<file path="src/rtl/vALU_pkg.sv">
// Shared encodings for the vALU multiplier operand path: element widths,
// signedness selects and the sequencer state type.
package vALU_pkg;

  localparam logic [1:0] SEW8  = 2'b00;
  localparam logic [1:0] SEW16 = 2'b01;
  localparam logic [1:0] SEW32 = 2'b10;
  localparam logic [1:0] SEW64 = 2'b11;

  localparam logic [1:0] OPSEL_UU     = 2'b00;
  localparam logic [1:0] OPSEL_SS     = 2'b01;
  localparam logic [1:0] OPSEL_SU     = 2'b10;
  localparam logic [1:0] OPSEL_SS_ALT = 2'b11;

  localparam int OUTPUT_WIDTH_DEF = 18;

  typedef enum logic {
    S_IDLE = 1'b0,
    S_HI   = 1'b1
  } state_e;

endpackage

</file>
<file path="src/rtl/operand_slice.sv">
// Combinational slot mapper for one 64-bit lane: turns A/B into eight
// extended multiplier operand pairs for the selected element width.
module operand_slice
  import vALU_pkg::*;
#(
  parameter int OUTPUT_WIDTH = OUTPUT_WIDTH_DEF,
  parameter int SEW_WIDTH    = 2
) (
  input  logic [63:0]               a,
  input  logic [63:0]               b,
  input  logic [SEW_WIDTH-1:0]      sew,
  input  logic                      a_signed,
  input  logic                      b_signed,
  input  logic                      beat,
  output logic [8*OUTPUT_WIDTH-1:0] slot_a,
  output logic [8*OUTPUT_WIDTH-1:0] slot_b
);

  function automatic logic [OUTPUT_WIDTH-1:0] ext8(input logic [7:0] v, input logic s);
    return {{(OUTPUT_WIDTH-8){s & v[7]}}, v};
  endfunction

  function automatic logic [OUTPUT_WIDTH-1:0] ext16(input logic [15:0] v, input logic s);
    return {{(OUTPUT_WIDTH-16){s & v[15]}}, v};
  endfunction

  logic [1:0] ai_s;
  logic [1:0] bi_s;
  logic       ax_s;
  logic       bx_s;
  logic       use16_s;
  logic       zero_s;

  // Per-slot halfword/byte selection and extension
  always_comb begin
    slot_a  = '0;
    slot_b  = '0;
    ai_s    = 2'd0;
    bi_s    = 2'd0;
    ax_s    = 1'b0;
    bx_s    = 1'b0;
    use16_s = 1'b1;
    zero_s  = 1'b0;
    for (int k = 0; k < 8; k++) begin
      ai_s    = 2'd0;
      bi_s    = 2'd0;
      ax_s    = 1'b0;
      bx_s    = 1'b0;
      use16_s = 1'b1;
      zero_s  = 1'b0;
      case (sew)
        SEW8: begin
          use16_s = 1'b0;
        end
        SEW16: begin
          ai_s   = k[1:0];
          bi_s   = k[1:0];
          ax_s   = a_signed;
          bx_s   = b_signed;
          zero_s = (k >= 4);
        end
        SEW32: begin
          // Local index bit 1 picks A's hi half, bit 0 picks B's; only hi halves carry sign
          ai_s = {k[2], k[1]};
          bi_s = {k[2], k[0]};
          ax_s = a_signed & k[1];
          bx_s = b_signed & k[0];
        end
        SEW64: begin
          ai_s = {beat, k[2]};
          bi_s = k[1:0];
          ax_s = a_signed & (ai_s == 2'd3);
          bx_s = b_signed & (bi_s == 2'd3);
        end
        default: begin
          zero_s = 1'b1;
        end
      endcase
      if (zero_s) begin
        slot_a[k*OUTPUT_WIDTH +: OUTPUT_WIDTH] = '0;
        slot_b[k*OUTPUT_WIDTH +: OUTPUT_WIDTH] = '0;
      end else if (use16_s) begin
        slot_a[k*OUTPUT_WIDTH +: OUTPUT_WIDTH] = ext16(a[16*ai_s +: 16], ax_s);
        slot_b[k*OUTPUT_WIDTH +: OUTPUT_WIDTH] = ext16(b[16*bi_s +: 16], bx_s);
      end else begin
        slot_a[k*OUTPUT_WIDTH +: OUTPUT_WIDTH] = ext8(a[8*k +: 8], a_signed);
        slot_b[k*OUTPUT_WIDTH +: OUTPUT_WIDTH] = ext8(b[8*k +: 8], b_signed);
      end
    end
  end

endmodule

</file>
<file path="src/rtl/operand_select_seq.sv">
// Handshaked vALU multiplier operand selector; SEW=64 requests are held and
// emitted as two beats, everything else as one.
module operand_select_seq
  import vALU_pkg::*;
#(
  parameter  int LANES        = 1,
  parameter  int OUTPUT_WIDTH = OUTPUT_WIDTH_DEF,
  parameter  int OPSEL_WIDTH  = 2,
  parameter  int SEW_WIDTH    = 2,
  localparam int INPUT_WIDTH  = 64*LANES,
  localparam int NSLOT        = 8*LANES
) (
  input  logic                          clk,
  input  logic                          rst,
  input  logic                          in_valid,
  output logic                          in_ready,
  input  logic [INPUT_WIDTH-1:0]        vec0,
  input  logic [INPUT_WIDTH-1:0]        vec1,
  input  logic [OPSEL_WIDTH-1:0]        opSel,
  input  logic [SEW_WIDTH-1:0]          sew,
  output logic                          out_valid,
  input  logic                          out_ready,
  output logic [NSLOT*OUTPUT_WIDTH-1:0] out_a,
  output logic [NSLOT*OUTPUT_WIDTH-1:0] out_b,
  output logic [SEW_WIDTH-1:0]          out_sew,
  output logic                          out_beat,
  output logic                          out_last
);

  state_e                        state_r;
  state_e                        state_s;
  logic [INPUT_WIDTH-1:0]        hold_a_r;
  logic [INPUT_WIDTH-1:0]        hold_b_r;
  logic [OPSEL_WIDTH-1:0]        hold_sel_r;
  logic [INPUT_WIDTH-1:0]        src_a_s;
  logic [INPUT_WIDTH-1:0]        src_b_s;
  logic [OPSEL_WIDTH-1:0]        src_sel_s;
  logic [SEW_WIDTH-1:0]          src_sew_s;
  logic                          src_beat_s;
  logic                          a_signed_s;
  logic                          b_signed_s;
  logic                          in_ready_s;
  logic                          accept_s;
  logic                          handshake_s;
  logic                          capture_s;
  logic                          load_s;
  logic [NSLOT*OUTPUT_WIDTH-1:0] slot_a_s;
  logic [NSLOT*OUTPUT_WIDTH-1:0] slot_b_s;
  logic                          out_valid_r;
  logic [NSLOT*OUTPUT_WIDTH-1:0] out_a_r;
  logic [NSLOT*OUTPUT_WIDTH-1:0] out_b_r;
  logic [SEW_WIDTH-1:0]          out_sew_r;
  logic                          out_beat_r;
  logic                          out_last_r;

  assign in_ready_s  = (state_r == S_IDLE) & (~out_valid_r | out_ready);
  assign accept_s    = in_valid & in_ready_s;
  assign handshake_s = out_valid_r & out_ready;
  assign capture_s   = accept_s & (sew == SEW64);
  assign load_s      = accept_s | ((state_r == S_HI) & handshake_s);

  assign in_ready  = in_ready_s;
  assign out_valid = out_valid_r;
  assign out_a     = out_a_r;
  assign out_b     = out_b_r;
  assign out_sew   = out_sew_r;
  assign out_beat  = out_beat_r;
  assign out_last  = out_last_r;

  // Slot mapper source: live request in S_IDLE, captured SEW=64 operands for beat 1
  always_comb begin
    src_a_s    = vec0;
    src_b_s    = vec1;
    src_sel_s  = opSel;
    src_sew_s  = sew;
    src_beat_s = 1'b0;
    if (state_r == S_HI) begin
      src_a_s    = hold_a_r;
      src_b_s    = hold_b_r;
      src_sel_s  = hold_sel_r;
      src_sew_s  = SEW64;
      src_beat_s = 1'b1;
    end else begin
      src_a_s    = vec0;
      src_b_s    = vec1;
      src_sel_s  = opSel;
      src_sew_s  = sew;
      src_beat_s = 1'b0;
    end
    a_signed_s = (src_sel_s == OPSEL_SS) | (src_sel_s == OPSEL_SU) | (src_sel_s == OPSEL_SS_ALT);
    b_signed_s = (src_sel_s == OPSEL_SS) | (src_sel_s == OPSEL_SS_ALT);
  end

  for (genvar l = 0; l < LANES; l++) begin : g_lane
    operand_slice #(
      .OUTPUT_WIDTH (OUTPUT_WIDTH),
      .SEW_WIDTH    (SEW_WIDTH)
    ) u_slice (
      .a        (src_a_s[64*l +: 64]),
      .b        (src_b_s[64*l +: 64]),
      .sew      (src_sew_s),
      .a_signed (a_signed_s),
      .b_signed (b_signed_s),
      .beat     (src_beat_s),
      .slot_a   (slot_a_s[8*OUTPUT_WIDTH*l +: 8*OUTPUT_WIDTH]),
      .slot_b   (slot_b_s[8*OUTPUT_WIDTH*l +: 8*OUTPUT_WIDTH])
    );
  end

  // Next-state logic
  always_comb begin
    state_s = state_r;
    case (state_r)
      S_IDLE: begin
        if (capture_s) begin
          state_s = S_HI;
        end else begin
          state_s = S_IDLE;
        end
      end
      S_HI: begin
        if (handshake_s) begin
          state_s = S_IDLE;
        end else begin
          state_s = S_HI;
        end
      end
      default: begin
        state_s = S_IDLE;
      end
    endcase
  end

  // State register and SEW=64 operand hold registers
  always_ff @(posedge clk or negedge rst) begin
    if (!rst) begin
      state_r    <= S_IDLE;
      hold_a_r   <= '0;
      hold_b_r   <= '0;
      hold_sel_r <= '0;
    end else begin
      state_r <= state_s;
      if (capture_s) begin
        hold_a_r   <= vec0;
        hold_b_r   <= vec1;
        hold_sel_r <= opSel;
      end
    end
  end

  // Output beat registers: load on accept or beat-1 transition, else hold
  always_ff @(posedge clk or negedge rst) begin
    if (!rst) begin
      out_valid_r <= 1'b0;
      out_a_r     <= '0;
      out_b_r     <= '0;
      out_sew_r   <= '0;
      out_beat_r  <= 1'b0;
      out_last_r  <= 1'b0;
    end else if (load_s) begin
      out_valid_r <= 1'b1;
      out_a_r     <= slot_a_s;
      out_b_r     <= slot_b_s;
      out_sew_r   <= src_sew_s;
      out_beat_r  <= src_beat_s;
      out_last_r  <= (src_sew_s != SEW64) | src_beat_s;
    end else if (handshake_s) begin
      out_valid_r <= 1'b0;
    end
  end

endmodule

</file>
<file path="config.mk">
export PLATFORM = sky130hd
export DESIGN_NAME = operand_select_seq
export DESIGN_NICKNAME = d
export VERILOG_FILES = /design/src/rtl/vALU_pkg.sv /design/src/rtl/operand_slice.sv /design/src/rtl/operand_select_seq.sv
export SDC_FILE = /design/constraint.sdc
export NUM_CORES = 1
export LEC_CHECK = 0
export ABC_AREA = 1
export BUFFER_PORTS_ARGS = -buffer_cell sky130_fd_sc_hd__buf_4
export CAP_MARGIN = 20
export CELL_PAD_IN_SITES_DETAIL_PLACEMENT = 1
export CELL_PAD_IN_SITES_GLOBAL_PLACEMENT = 2
export CORE_ASPECT_RATIO = 0.9
export CORE_MARGIN = 1.5
export CORE_UTILIZATION = 31
export DETAILED_ROUTE_END_ITERATION = 16
export GPL_TIMING_DRIVEN = 0
export PLACE_DENSITY_LB_ADDON = 0.2
export SYNTH_ARGS = -nofsm -noshare
export SYNTH_HDL_FRONTEND = slang
export SYNTH_SLANG_ARGS = --single-unit
</file>
<file path="constraint.sdc">
create_clock -name clk -period 2.9 [get_ports clk]
set_input_delay 0.145 -clock clk [delete_from_list [all_inputs] [get_ports clk]]
set_output_delay 0.145 -clock clk [all_outputs]
set_load 0.02 [all_outputs]
</file>
Yosys cells after proc, flatten, opt, wreduce, memory -nomap -nowiden. Index checks and enable logic that the tools add are counted.

Equal/unequal tests: 8. Shift-type cells: 15. Multiplexer cells: 57. Bitwise operators: 46. Reductions and logical operators: 5.

Operator list (number): 64-bit by 7-bit indexed part select with 16-bit output (14); 18-bit two-way mux (24); 64-bit two-way mux (2); 64-bit by 6-bit indexed part select with 16-bit output (1); 1-bit bitwise AND (38); 2-bit one-hot mux with 3 select lines (4); 2-bit one-hot mux with 2 select lines (5); 2-bit two-way mux (7); 1-bit two-way mux (12); 2-bit == test (second input constant) (5); 1-bit bitwise OR (6); 1-bit one-hot mux with 2 select lines (3); 2-bit by 1-bit == test with 1-bit output (second input constant) (2); 2-bit OR reduction (2); 3-bit OR reduction (1); 2-bit zero test (1); 2-bit != test (second input constant) (1); 1-bit inverter (2); 2-bit nonzero test (1).

Flip-flop bits (word level): 424. Output and inout bits: 294. Word-level logic and storage cells: 141.

Longest topological paths before layout. Gate-level depths: netlist of the first run.

Depth after elaboration: 9. Gate-level depth with buffers: 17. Mapped depth without buffers: 12.

Cells and area by module. From an unflattened synthesis of the first run, not the netlist that was laid out.

Cell total of the unflattened synthesis: 3743. Area, all modules: 25520.7 µm².

Modules (own cells, without submodules): operand_select_seq (times used 1, cells an instance 2278, area an instance 18637.9 µm², seq. area each 10610.2 µm²); operand_slice (times used 1, cells an instance 1465, area an instance 6882.9 µm², seq. area each 0.0 µm²).

Worst setup path before layout of the first run. Ideal clock, no wire load.

Kind: register -> register. From: register state_r. To: register out_b_r[90], in the netlist out_b[90]. Setup time: 0.123 ns. Arrival: 2.428 ns. Data required time: 2.777 ns. Path slack: 0.349 ns. Cell stages (with the launch flop): 13. Clock period less this slack: 2.551 ns. Cell sequence: dfrtp_1 -> buf_4 -> nor2_2 -> clkbuf_1 -> ha_1 -> buf_2 -> inv_1 -> buf_2 -> nand2_1 -> clkbuf_1 -> nor2_1 -> o21ai_0 -> nand2_1.

Cells in the longest elaborated chain, start to end: 7. Elaborated cells between the ends (all ways): 17. Classes of those cells: 3 x eq/ne; 1 x shift; 6 x mux; 5 x bitwise; 2 x reduce/logical.

Ends and longest elaborated chain: start, declared (RTL line operand_select_seq.sv:30) `state_e state_r;`; start signal, assigned (RTL line operand_select_seq.sv:142) `state_r <= state_s;`; 2-bit two-way mux (RTL line operand_select_seq.sv:77) `if (state_r == S_HI) begin`; 2-bit == test / 2-bit by 1-bit == test with 1-bit output (equally long branches); 2-bit OR reduction (no line); 2-bit one-hot mux with 2 select lines (RTL line operand_slice.sv:51) `case (sew)`; 64-bit by 7-bit indexed part select with 16-bit output (RTL line operand_slice.sv:84) `slot_b[k*OUTPUT_WIDTH +: OUTPUT_WIDTH] = ext16(b[16*bi_s +: 16], bx_s);`; 18-bit two-way mux (RTL line operand_slice.sv:82) `end else if (use16_s) begin`; 18-bit two-way mux (RTL line operand_slice.sv:79) `if (zero_s) begin`; end signal, assigned (RTL line operand_select_seq.sv:163) `out_b_r <= slot_b_s;`; end, declared (RTL line operand_select_seq.sv:51) `logic [NSLOT*OUTPUT_WIDTH-1:0] out_b_r;`.

Parallel ways exist; a longest one is shown, timed or not. A chain may end at the register's enable or synchronous reset.

Worst setup path after layout of the first run.
From: register state_r. To: register out_a_r[10], in the netlist out_a[10].

Cells in the longest elaborated chain, start to end: 6. Elaborated cells between the ends (all ways): 20. Classes of those cells: 4 x eq/ne; 1 x shift; 6 x mux; 8 x bitwise; 1 x reduce/logical.

Ends and longest elaborated chain: parallel branches: the longest is 6 deep, another holds 64-bit by 7-bit indexed part select with 16-bit output; end signal, assigned (RTL line operand_select_seq.sv:162) `out_a_r <= slot_a_s;`; end, declared (RTL line operand_select_seq.sv:50) `logic [NSLOT*OUTPUT_WIDTH-1:0] out_a_r;`.

Parallel ways; which one is timed is not known.

==> results_dict.tcl, run 1 <==
set metrics [dict create \
    yosys-top-cells-count "nand2_1, dfrtp_1, o21ai_0" \
    design_area_um2 30400 \
    final.min_clock_period_ns 2.93 \
    hold_viol_final 0 \
    cp_num_buf_inv 6 \
    ant_nets 0 \
    reg2reg_depth 11 \
    timing.slew.headroom_pct 6.67 \
    cts_tree "done" \
    critPathLaunchType "flip-flop" \
    grt_overflow 0 \
    grt_setup_unrepaired "true" \
    report.final.slew_viol_count 0 \
    routed_wl_mm 144 \
    worstSetupPathDepth 11 \
    hp-class "input port to asynchronous set/reset pin" \
    io_pins 430 \
    fillers 8925 \
    core-area_um2 71400 \
    ys.warnings.count 0 \
    yosys-top-cells-area "dfrtp_1, nand2_1, o21ai_0" \
    nets 3913 \
    wl_per_cell_um 30.2 \
    async_reset_ff_share_pct 100 \
    routed-via-count 26300 \
    fin_crit_sh_pct 101 \
    worst-path-max-fanout 11 \
    path_cells "buf_6 > nor2_4 > buf_4 > buf_12 > ha_1 > buf_4 > clkbuf_2 > clkbuf_4 > a21oi_1 > o21ai_0 > nand2_1" \
    crit_path_max_incr_delay_ns 0.57 \
    clock-sinks 408 \
    critical_path_arrival_ns 3.47 \
    drcViolationCount 0 \
    cp_top_family "buffers and inverters" \
    root_buffer "clkbuf_16" \
    drtIter0Drc 2742 \
    antenna_found_initial 7 \
    p_leak_uw 0.0155 \
    violations "setup timing" \
    rows 93 \
    synthesis.nets 3284 \
    cts.path.max_buffers 3 \
    power_density_nw_per_um2 1260 \
    grt_pass1_vias 26500 \
    fmax_mhz 341 \
    critical_path_required_ns 3.44 \
    fin_skew_ns 0.0342 \
    crit_type "flip-flop to flip-flop" \
    die_area_um2 73600 \
    worst_slack_ns -0.0343 \
    syn-cell-area_um2 22300 \
    end_kind "flip-flop" \
    yosys_most_used_dff "dfrtp_1" \
    worstMarginPinSlew_ns 1.39 \
    seq_area_frac_synth_pct 45.8 \
    clkLatencyLatePin_ns 0.64 \
    synth_seq_cells 408 \
    ys_types 38 \
    synth_edf_count 0 \
    cts_made_buffers 49 \
    grt_pass1_wl_mm 201 \
    worst_path_max_delay_cell "a21oi_1" \
    hpwl_mm 113 \
    h-tree-depth 2 \
    die_w_um 286 \
    die_y_um 258 \
    drt_pre_antenna_iters 6 \
    p_total_uw 38400 \
    place_area_um2 26800 \
    vias_per_cell 5.53 \
    port-buffer-count 429 \
    start_util_pct 31.2 \
    max_cap_violations 0 \
    area_delta_synth_final_pct 36.2 \
    yosys.area.top_type "dfrtp_1" \
    gp_congestion 1.01 \
    clkTransAtPathRegs_ns 0.06 \
    setup_viol 2 \
    drive_gt1_share_pct 20.7 \
    grt_max_degree 122 \
    grt_usage_pct 38.3 \
    synth.most_common_cell "nand2_1" \
    crit_path_frequent_cell "buf_4" \
    synth.avg_cell_area_um2 7.10 \
    synthCells 3141 \
    status "finished, violations left" \
    synth_top_area_share_pct 45.8 \
    max-vdd-ir-drop_mv 0.512 \
]
-- path summary, 6_finish.rpt --
| path | start | endpoint | slack (ns) |
|---|---|---|---|
| worst max-delay path | state_r | out_a[10] | -0.03 |
| worst min-delay path | rst | out_a[64] | 0.11 |
| worst max register to register | state_r | out_a[10] | -0.03 |
| worst min register to register | out_a[80] | out_a[80] | 0.48 |
| max in group asynchronous | rst | hold_b_r[42] | 1.21 |
| min in group clk | sew[1] | out_a[82] | 0.22 |
-- through the flow --
step	std cells	setup WS, ns	util (%)	TNS [ns]	hold slack (ns)
after floorplan	3141	0.349	-	0	-0.151
after global placement	4520	-2.55	37.4	-1307.36	0.365
after detailed placement	4527	-1.40	37.6	-220.00	0.213
after CTS	4751	0.00640	42.3	0	0.162
after global routing	4758	-0.000161	42.5	-0.000161	0.197
final	4762	-0.0343	42.5	-0.0537	0.112
-- where the power goes --
group | internal [uW] | switching [uW]
clock network | 3840 | 2770
logic | 6450 | 15100
registers | 8410 | 1850
-- cell families after synthesis --
| group | Yosys count | share of synthesized area, % |
|---|---|---|
| compound gates | 666 | 16.3 |
| fa+ha+maj | 7 | 0.392 |
| buf+inv | 444 | 8.69 |
| flops | 408 | 45.8 |
| simple gates | 1616 | 28.8 |
-- registers in the layout, indices dropped and copies added (netlist names) --
| signal | flops |
|---|---|
| out_a | 136 |
| out_b | 136 |
| hold_a_r | 64 |
| hold_b_r | 64 |
| hold_sel_r | 2 |
| out_sew | 2 |
| out_beat | 1 |
| out_last | 1 |
| out_valid | 1 |
| state_r | 1 |
-- area by class of cell --
cell class	count	area, um2	share of cell area, %
Multi-Input combinational cell	2289	10400	34.1
Inverter	230	881	2.90
Timing Repair Buffer	581	4770	15.7
Tap cell	950	1190	3.91
Clock buffer	72	1490	4.92
Buffer	211	1250	4.13
Clock inverter	17	200	0.659
Antenna cell	4	10.0	0.0329
Sequential cell	408	10200	33.6
-- layer usage --
layer	GRT usage [%]	wire [um]	vias to the layer above
met5	0	0	-
met4	9.71	3620	0
met3	10.8	14400	166
met2	54.3	59100	1343
met1	56.8	66500	13500
li1	-	-	11400
-- cells in the final DEF (no fill, tap or decap), types with 5 or more instances in the layout --
cell type      count
o22ai_1           11
clkinv_2           9
clkbuf_2          23
inv_2              5
a22o_1            12
dlygate4sd3_1    133
and2_1             6
o21ai_0          379
dfrtp_1          408
clkbuf_8          20
a21oi_2            5
a22oi_1            5
o211ai_1          23
a31oi_1           20
clkbuf_1          37
a21oi_1          135
o22a_1            10
clkinvlp_4         6
clkbuf_4          16
o21ai_1           27
buf_4            479
nand4_1            5
inv_1            219
clkbuf_16         50
buf_6              9
nor2_2             9
o221ai_1          20
nor2_1           162
or2_2             12
nand2_2           12
nor2_4             7
nand2_1         1207
o21ai_2           11
buf_1              5
buf_2             85
nand3_1          184
-- worst reg2reg max path: stages (launching register included) --
cell and delay [ns]:
dfrtp_1 0.35, buf_6 0.18, nor2_4 0.05, buf_4 0.18
buf_12 0.16, ha_1 0.21, buf_4 0.17, clkbuf_2 0.30
clkbuf_4 0.32, a21oi_1 0.57, o21ai_0 0.25, nand2_1 0.11
-- what timing repair did --
action                                  in CTS  in global routing
endpoints found under the setup margin     265                138
pin swaps                                    1                  3
hold buffers                               133                  0
setup buffers                                4                  4
resized for setup                          134                 50
hold endpoints to repair                   247                  0
No activity file was read; power rests on OpenSTA's default activity.
==> inputs of run 2 (changes only) <==
- MAX_ROUTING_LAYER: unset -> met4
==> results_dict.tcl, run 2 (synthesized netlist as in run 1, its figures left out) <==
set metrics [dict create \
    cts.path.max_buffers 3 \
    fin_crit_sh_pct 100 \
    die_w_um 286 \
    area_delta_synth_final_pct 35.5 \
    clkTransAtPathRegs_ns 0.06 \
    fmax_mhz 344 \
    worst-path-max-fanout 12 \
    timing.slew.headroom_pct 17.2 \
    critPathLaunchType "flip-flop" \
    hp-class "input port to flip-flop" \
    crit_type "flip-flop to flip-flop" \
    path_cells "buf_6 > inv_2 > buf_6 > nand2_1 > buf_6 > buf_8 > ha_1 > inv_4 > nand3_1 > nor2_2 > nand2_1 > nand2_1" \
    max_cap_violations 0 \
    ant_nets 0 \
    final.min_clock_period_ns 2.90 \
    fin_skew_ns 0.0298 \
    p_leak_uw 0.0154 \
    min_path_cells 4 \
    max-vdd-ir-drop_mv 0.561 \
    hold_viol_final 0 \
    hold_slack_ns 0.128 \
    die_y_um 258 \
    fillers 8890 \
    violations "setup timing" \
    grt_max_degree 119 \
    r2r_setup_slack_ns -0.005 \
    grt_setup_unrepaired "true" \
    worst_slack_ns -0.00481 \
    layout_commonest_cell "nand2_1" \
    clkLatencyLatePin_ns 0.62 \
    clock-sinks 408 \
    antenna_found_initial 3 \
    die_area_um2 73600 \
    status "finished, violations left" \
    cp_top_family "simple AND/OR/NAND/NOR gates" \
    port-buffer-count 429 \
    gp_congestion 1.03 \
    h-tree-depth 2 \
    grt_overflow 0 \
    layout.cells.non_filler 4752 \
    drtIter0Drc 2824 \
    vias_per_cell 5.55 \
    place_inst 4528 \
    io_pins 430 \
    drive_gt1_share_pct 20.3 \
    nets 3907 \
    grt_pass1_wl_mm 201 \
    reg2reg_to "out_a[123]" \
    end_kind "flip-flop" \
    setup_viol 1 \
    hpwl_mm 113 \
    wl_per_cell_um 30.2 \
    grt_usage_pct 39.5 \
    final_cell_mix "nand2_1, buf_4, dfrtp_1, o21ai_0, inv_1" \
    critical_path_arrival_ns 3.45 \
    report.final.slew_viol_count 0 \
    register_area_um2 10200 \
    rows 93 \
    p_total_uw 38100 \
    worst_path_max_delay_cell "nor2_2" \
    min_from "in_valid" \
    start_util_pct 31.2 \
    grt_pass1_vias 26500 \
    holdPathEnd "out_beat" \
    drcViolationCount 0 \
    multi_input_area_um2 10300 \
    critical_path_required_ns 3.44 \
    root_buffer "clkbuf_16" \
    worstMarginPinSlew_ns 1.23 \
    core-area_um2 71400 \
    cts_tree "done" \
    power_density_nw_per_um2 1260 \
    routed_wl_mm 143 \
    reg2reg_depth 12 \
    cp_num_buf_inv 6 \
    routed-via-count 26400 \
    r2r-start "state_r" \
    crit_path_max_incr_delay_ns 0.52 \
    cts_made_buffers 48 \
    drt_pre_antenna_iters 5 \
]
==> run 2: changes by cell type in the layout (fill, tap and decap cells not counted), sizes merged <==
cell / change
buf: -7
clkbuf: -5
inv: +2
bufinv: +1
clkdlybuf4s15: +1
clkinv: -1
dlygate4sd3: -1
==> run 2: final cells by class <==
| cell class | instances | area share, % |
|---|---|---|
| repair buffers | 575 | 15.6 |
| well taps | 950 | 3.93 |
| plain buffers | 212 | 4.27 |
| inverters | 230 | 2.91 |
| clock buffers | 65 | 4.52 |
| multi-input cells | 2289 | 34.1 |
| flip-flops and latches | 408 | 33.8 |
| clock inverters | 19 | 0.824 |
| diodes | 4 | 0.0331 |
==> run 2: worst max-delay path by stage <==
stage                     slack [ns]  cells past startpoint    start    endpoint
after floorplan                 0.35                     12  state_r   out_b[90]
after global placement         -2.56                      1      rst    out_b[4]
after detailed placement       -1.72                     10  state_r   out_a[14]
after CTS                      -0.07                     13  state_r   out_b[56]
after global routing          -0.004                     14  state_r   out_a[25]
final                         -0.005                     12  state_r  out_a[123]
==> run 2: layer usage <==
metal / up-vias / share of wire [%] / track usage [%]
met3: 142 / 10 / 9.13
met2: 1355 / 42 / 55.7
met1: 13500 / 46 / 57.5
met4: 0 / 2.0 / 7.60
met5: - / 0 / -
li1: 11400 / - / -
==> run 2: through the flow <==
| stage | area (um2) | worst slack, ns | TNS, ns | utilization (%) |
|---|---|---|---|---|
| floorplan | 22300 | 0.349 | 0 | - |
| global placement | 26700 | -2.56 | -1284.21 | 37.4 |
| detailed placement | 26800 | -1.72 | -283.19 | 37.6 |
| CTS | 30100 | -0.0749 | -0.710 | 42.1 |
| global route | 30200 | -0.00408 | -0.00713 | 42.3 |
| finish | 30200 | -0.00481 | -0.00481 | 42.3 |
==> run 2: power breakdown <==
part	total (uW)	switching, uW	internal, uW
Sequential	10300	1870	8410
Clock	6360	2700	3670
Combinational	21500	15000	6440
Total	38100	19600	18500
==> run 2: repair_timing <==
item                       in CTS  in global routing
buffers inserted                2                  3
resized for setup             121                 52
hold buffers                  132                  0
pin swaps                       1                  2
setup endpoints to repair     265                179
hold endpoints to repair      271                  0
==> run 2: worst register-to-register path, stage by stage, from the launching register on <==
cell,delay [ns]
dfrtp_1,0.38
buf_6,0.16
inv_2,0.10
buf_6,0.16
nand2_1,0.14
buf_6,0.19
buf_8,0.16
ha_1,0.33
inv_4,0.19
nand3_1,0.23
nor2_2,0.52
nand2_1,0.18
nand2_1,0.11
